File: src/rtl/uart_rx.sv
// 8N1 UART receiver with 16x oversampling, start-edge phase alignment,
// break handling and a single-entry valid/ready output register.
module uart_rx #(
  parameter int CLK_HZ  = 50000000,
  parameter int BAUD    = 115200,
  parameter int OVS_DIV = CLK_HZ / (BAUD * 16)
) (
  input  logic       clock50,
  input  logic       reset,
  input  logic       rx,
  output logic [7:0] data,
  output logic       data_valid,
  input  logic       data_ready,
  output logic       framing_error,
  output logic       overrun
);

  localparam int CW = (OVS_DIV > 1) ? $clog2(OVS_DIV) : 1;

  localparam logic [2:0] IDLE  = 3'd0;
  localparam logic [2:0] START = 3'd1;
  localparam logic [2:0] DATA  = 3'd2;
  localparam logic [2:0] STOP  = 3'd3;
  localparam logic [2:0] BREAK = 3'd4;

  logic          rx_m, rx_s;
  logic [CW-1:0] ovs_cnt;
  logic          tick;
  logic [2:0]    state;
  logic [3:0]    tick_cnt;
  logic [2:0]    bit_idx;
  logic [7:0]    shift;

  assign tick = (ovs_cnt == CW'(OVS_DIV - 1));

  always_ff @(posedge clock50) begin
    if (reset) begin
      rx_m <= 1'b1;
      rx_s <= 1'b1;
    end else begin
      rx_m <= rx;
      rx_s <= rx_m;
    end
  end

  always_ff @(posedge clock50) begin
    if (reset) begin
      state         <= IDLE;
      ovs_cnt       <= '0;
      tick_cnt      <= 4'd0;
      bit_idx       <= 3'd0;
      shift         <= 8'h00;
      data          <= 8'h00;
      data_valid    <= 1'b0;
      framing_error <= 1'b0;
      overrun       <= 1'b0;
    end else begin
      framing_error <= 1'b0;
      overrun       <= 1'b0;
      ovs_cnt       <= tick ? '0 : ovs_cnt + 1'b1;
      // A load in STOP below overrides this consume-clear on the same edge.
      if (data_valid && data_ready) data_valid <= 1'b0;

      case (state)
        IDLE: begin
          if (!rx_s) begin
            ovs_cnt  <= '0;
            tick_cnt <= 4'd0;
            state    <= START;
          end
        end
        START: begin
          if (tick) begin
            if (tick_cnt == 4'd7) begin
              tick_cnt <= 4'd0;
              if (!rx_s) begin
                bit_idx <= 3'd0;
                state   <= DATA;
              end else begin
                state <= IDLE;
              end
            end else begin
              tick_cnt <= tick_cnt + 4'd1;
            end
          end
        end
        DATA: begin
          if (tick) begin
            tick_cnt <= tick_cnt + 4'd1;
            if (tick_cnt == 4'd15) begin
              shift[bit_idx] <= rx_s;
              bit_idx        <= bit_idx + 3'd1;
              if (bit_idx == 3'd7) state <= STOP;
            end
          end
        end
        STOP: begin
          if (tick) begin
            tick_cnt <= tick_cnt + 4'd1;
            if (tick_cnt == 4'd15) begin
              if (rx_s) begin
                if (!data_valid || data_ready) begin
                  data       <= shift;
                  data_valid <= 1'b1;
                end else begin
                  overrun <= 1'b1;
                end
                state <= IDLE;
              end else begin
                framing_error <= 1'b1;
                state         <= BREAK;
              end
            end
          end
        end
        BREAK: begin
          // Stay here while the line is held low so a break reports once.
          if (rx_s) state <= IDLE;
        end
        default: state <= IDLE;
      endcase
    end
  end

endmodule

File: config.mk
export PLATFORM = sky130hd
export DESIGN_NAME = uart_rx
export DESIGN_NICKNAME = d
export VERILOG_FILES = /design/src/rtl/uart_rx.sv
export SDC_FILE = /design/constraint.sdc
export NUM_CORES = 1
export LEC_CHECK = 0
export BUFFER_PORTS_ARGS = -buffer_cell sky130_fd_sc_hd__buf_2
export CAP_MARGIN = 40
export CORE_MARGIN = 2
export CORE_UTILIZATION = 60
export CTS_CLUSTER_DIAMETER = 80
export DETAILED_ROUTE_END_ITERATION = 8
export PLACE_DENSITY_LB_ADDON = 0.12
export RECOVER_POWER = 25
export REMOVE_ABC_BUFFERS = 1
export SETUP_SLACK_MARGIN = 0.3
export SYNTH_ARGS = -nofsm -noshare
export SYNTH_HDL_FRONTEND = slang
export SYNTH_SLANG_ARGS = --single-unit
File: constraint.sdc
create_clock -name clock50 -period 3.8 [get_ports clock50]
set_clock_uncertainty 0.15 [all_clocks]
set_input_delay 0.95 -clock clock50 [delete_from_list [all_inputs] [get_ports clock50]]
set_output_delay 0.95 -clock clock50 [all_outputs]
set_load 0.01 [all_outputs]
== Yosys cells after proc, flatten, opt, wreduce, memory -nomap -nowiden ==
Cells that the tools add are included.
Storage, ports and cells
  register bits: 36
  input bits: 4
  output and inout port bits: 11
  logic and storage cells: 91
Cells by class
  muxes and demuxes: 37
  add/subtract/negate cells: 3
  $lt $le $gt $ge: 2
  reduce and logical (&&, ||, !) cells: 15
  bitwise logic cells: 4
  equal/unequal tests: 19
Operator list (count)
  2-to-1 mux 3 bit: 15
  != test 2 bit (second input constant): 10
  2-to-1 mux 4 bit: 4
  2-to-1 mux 5 bit: 3
  one-hot mux 3 bit (5 select lines): 1
  one-hot mux 4 bit (3 select lines): 1
  2-to-1 mux 1 bit: 9
  AND reduction 9 bit: 1
  bitwise mux 8 bit: 1
  == test 3 x 2 -> 1 bit (second input constant): 2
  == test 3 bit (second input constant): 2
  one-hot mux 3 bit (2 select lines): 1
  AND reduction 6 bit: 1
  adder 5 x 1 -> 5 bit (second input constant): 1
  == test 5 bit (second input constant): 1
  AND reduction 5 bit: 1
  OR reduction 5 bit: 1
  adder 4 x 1 -> 4 bit (second input constant): 1
  == test 4 x 3 -> 1 bit (second input constant): 1
  == test 4 bit (second input constant): 1
  less-than comparator 3 x 4 -> 1 bit (second input constant): 1
  NOT 1 bit: 4
  AND reduction 4 bit: 1
  OR reduction 4 bit: 1
  other kinds (14): 15

== Logic depth before layout (Yosys ltp) ==
  depth after elaboration: 7
  gate-level depth with buffers: 8
  mapped depth without buffers: 6

== Worst setup path before layout ==
No wires, ideal clock.
  path kind: input to register
  from: in reset
  to: reg tick_cnt[0]
  arrival: 1.592 ns
  cell stages on the path: 4
  path buffers: 1
  setup time: 0.121 ns
  data required time: 3.529 ns
  path slack: 1.937 ns
  cells stage by stage: clkbuf_1 nor2_1 o21a_1 mux2_2
RTL lines
  start, declared: RTL line 9  | input logic reset,
  end signal, assigned: RTL line 83  | tick_cnt <= tick_cnt + 4'd1;
  end signal, assigned: RTL line 89  | tick_cnt <= tick_cnt + 4'd1;
  end signal, assigned: RTL line 99  | tick_cnt <= tick_cnt + 4'd1;
  end, declared: RTL line 30  | logic [3:0] tick_cnt;

==> results.tsv <==
metric	value	unit
status	completed	
Routed Antenna Nets	0	
global-route wire length before repair	4719	µm
drt first pass iters	4	
Port Buf Inserts	14	
core box area	2710	µm²
Skew-Pair Late Insertion Delay	0.33	ns
clock tree sinks	36	
Post-Synthesis Cells	167	
Post-synth top cells	36 x dfxtp_1, 28 x nor2_1, 17 x mux2i_1	
Clk pwr share	38.7	%
design area	1778	µm²
area grow syn2layout	5.572	%
Tot GR Track Use	18.79	%
diode count	0	
Fin. Hold Viols	0	
most numerous cell in the Yosys netlist	dfxtp_1	
EDFF count, synth	0	
Peak supply drop	0.2781	mV
Final period util	62.11	%
largest area contributor in the netlist	dfxtp_1	
HP Class	reg -> reg	
initial antenna violation count	0	
vias after detailed routing	1211	
Reg power frac	58.0	%
Crit Path Category	in -> reg	
vias per cell	5.794	
Worst setup SP type	input pin	
Internal	0.5295	mW
Crit path required time	3.89	ns
Worst-Margin Slew	1.113	ns
vias in the first global route	1055	
Pwr Density	376.7	nW/µm²
Die Height	56.98	µm
Async S/R FF share, synth	0	%
Setup crit end kind	register	
cts bufs inserted	5	
crit path max fanout	29	
maximum clock insertion buffer count	2	
Crit path arrival time	2.45	ns
initial DRC count	67	
Setup Buffers After CTS	0	
Max Slew Vio Count	0	
switching share of total power	20.94	%
CTS resizes	0	
part of the power in combinational logic	3.3	%
DRT Wirelength	2846	µm
leak pwr	0.8033	nW
Synth cell types	40	
synth warn	0	
Slew HR	25.77	%
fin crit period	2.360	ns
fraction of layout cells with a size suffix above 1	12.92	%
Psw	0.1403	mW
die area	3247	µm²
Net count, final	186	
Fmax	423.7	MHz
Setup Viol. Count Final	0	
routability congestion estimate	0.8017	
synth top area cells	dfxtp_1 43%, mux2i_1 10%, nor2_1 6.2%, ha_1 3.7%, nand4_1 3.0%	
clk slew on worst S/H paths	0.11	ns
sequential area share after synthesis	42.79	%
Syn Area/Cell	10.08	µm²
WL per Instance	13.62	µm
Placed Area	1713	µm²
RSZ-0062 raised after global routing	no	
fill cell count	246	
Root Driver	clkbuf_4	
Synth top area share	42.79	%
chip width	56.98	µm
max-cap violations	0	
initial core utilization	62.14	%
top_reg_cell synth	dfxtp_1	
count of state elements after synthesis	36	
Post-route DRC	0	
dpl hpwl	1978	µm
I/O pins	15	
largest net degree at the start of global routing	30	
Post-Syn Area	1684	µm²
CTS tree	built	
CTS Hold Bufs	0	
setup_tns	0	ns
H-Tree Depth	2	
global route overflow	0	
row cnt	19	
[flip-flops by register name (all words and copies together), names as in the netlist]
register       cells
bit_idx            3
data               8
data_valid         1
framing_error      1
overrun            1
ovs_cnt            5
rx_m               1
rx_s               1
shift              8
state              3
tick_cnt           4
[final cells by class]
cell class / instances / area (µm²) / area share, %
clock inverters: 2 / 35.03 / 1.970
inverters: 2 / 7.507 / 0.4222
repair buffers: 14 / 58.81 / 3.308
well taps: 31 / 38.79 / 2.182
clock buffers: 6 / 41.29 / 2.322
multi-input cells: 118 / 875.8 / 49.26
flip-flops and latches: 36 / 720.7 / 40.53
[layer usage]
metal / track usage [%] / wire length, µm
met1: 23.55 / 1334
met5: 0 / 0
met3: 6.803 / 151
met2: 30.05 / 1342
met4: 6.645 / 17
[metrics by stage]
stage | utilization [%] | instances | hold slack, ns | worst slack [ns] | total power, mW
after floorplan | - | 156 | 0.2395 | 1.938 | 0.4098
after global placement | 63.20 | 201 | 0.2483 | 1.631 | 0.4181
after detailed placement | 63.20 | 201 | 0.2618 | 1.570 | 0.4192
after CTS | 66.02 | 209 | 0.3019 | 1.602 | 0.6757
after global routing | 65.60 | 209 | 0.3066 | 1.313 | 0.6926
final | 65.60 | 209 | 0.2915 | 1.440 | 0.6697
[kinds of logic (layout without fill, tap and decap cells)]
logic type | Yosys count | in the layout | synth area share [%]
simple gates | 72 | 72 | 26.75
compound gates | 17 | 17 | 7.653
buf+inv | 13 | 24 | 5.200
mux | 18 | 18 | 10.77
flops | 36 | 36 | 42.79
xor+xnor | 6 | 6 | 3.121
fa+ha+maj | 5 | 5 | 3.715
[worst max-delay path, stage by stage]
cell and delay [ns]:
clkbuf_1 0.80, nor2_1 0.17, nand2_1 0.17, nor2_1 0.09, mux2_2 0.26
[final timing paths]
| check | endpoint | from | cells after the start | slack [ns] |
|---|---|---|---|---|
| worst max-delay path | tick_cnt[0] | reset | 5 | 1.44 |
| worst min-delay path | rx_s | rx_m | 1 | 0.29 |
| worst max register to register | data[1] | ovs_cnt[0] | 6 | 1.60 |
| worst min register to register | rx_s | rx_m | 1 | 0.29 |
[power groups by stage]
stage          clock (mW)  sequential [mW]  combinational, mW
2_1_floorplan           0            0.395             0.0146
3_3_place_gp            0            0.397             0.0214
3_5_place_dp            0            0.397             0.0222
4_1_cts             0.265            0.388             0.0223
5_1_grt             0.279            0.390             0.0244
6_report            0.259            0.388             0.0221
[placed cells by master, fill, tap and decap left out, types with 2 or more instances in the layout]
master,instances
a21oi_1,5
a22o_1,2
and3_1,2
and4b_1,3
buf_2,5
clkbuf_1,10
clkbuf_4,5
dfxtp_1,36
ha_1,5
inv_1,2
mux2i_1,17
nand2_1,3
nand2b_1,6
nand3_1,5
nand4_1,8
nand4_4,2
nor2_1,28
nor3_1,3
nor4bb_1,2
o2bb2ai_1,3
or2_2,2
xnor2_1,3
xor2_1,3
(Power assumes the default switching activity.)
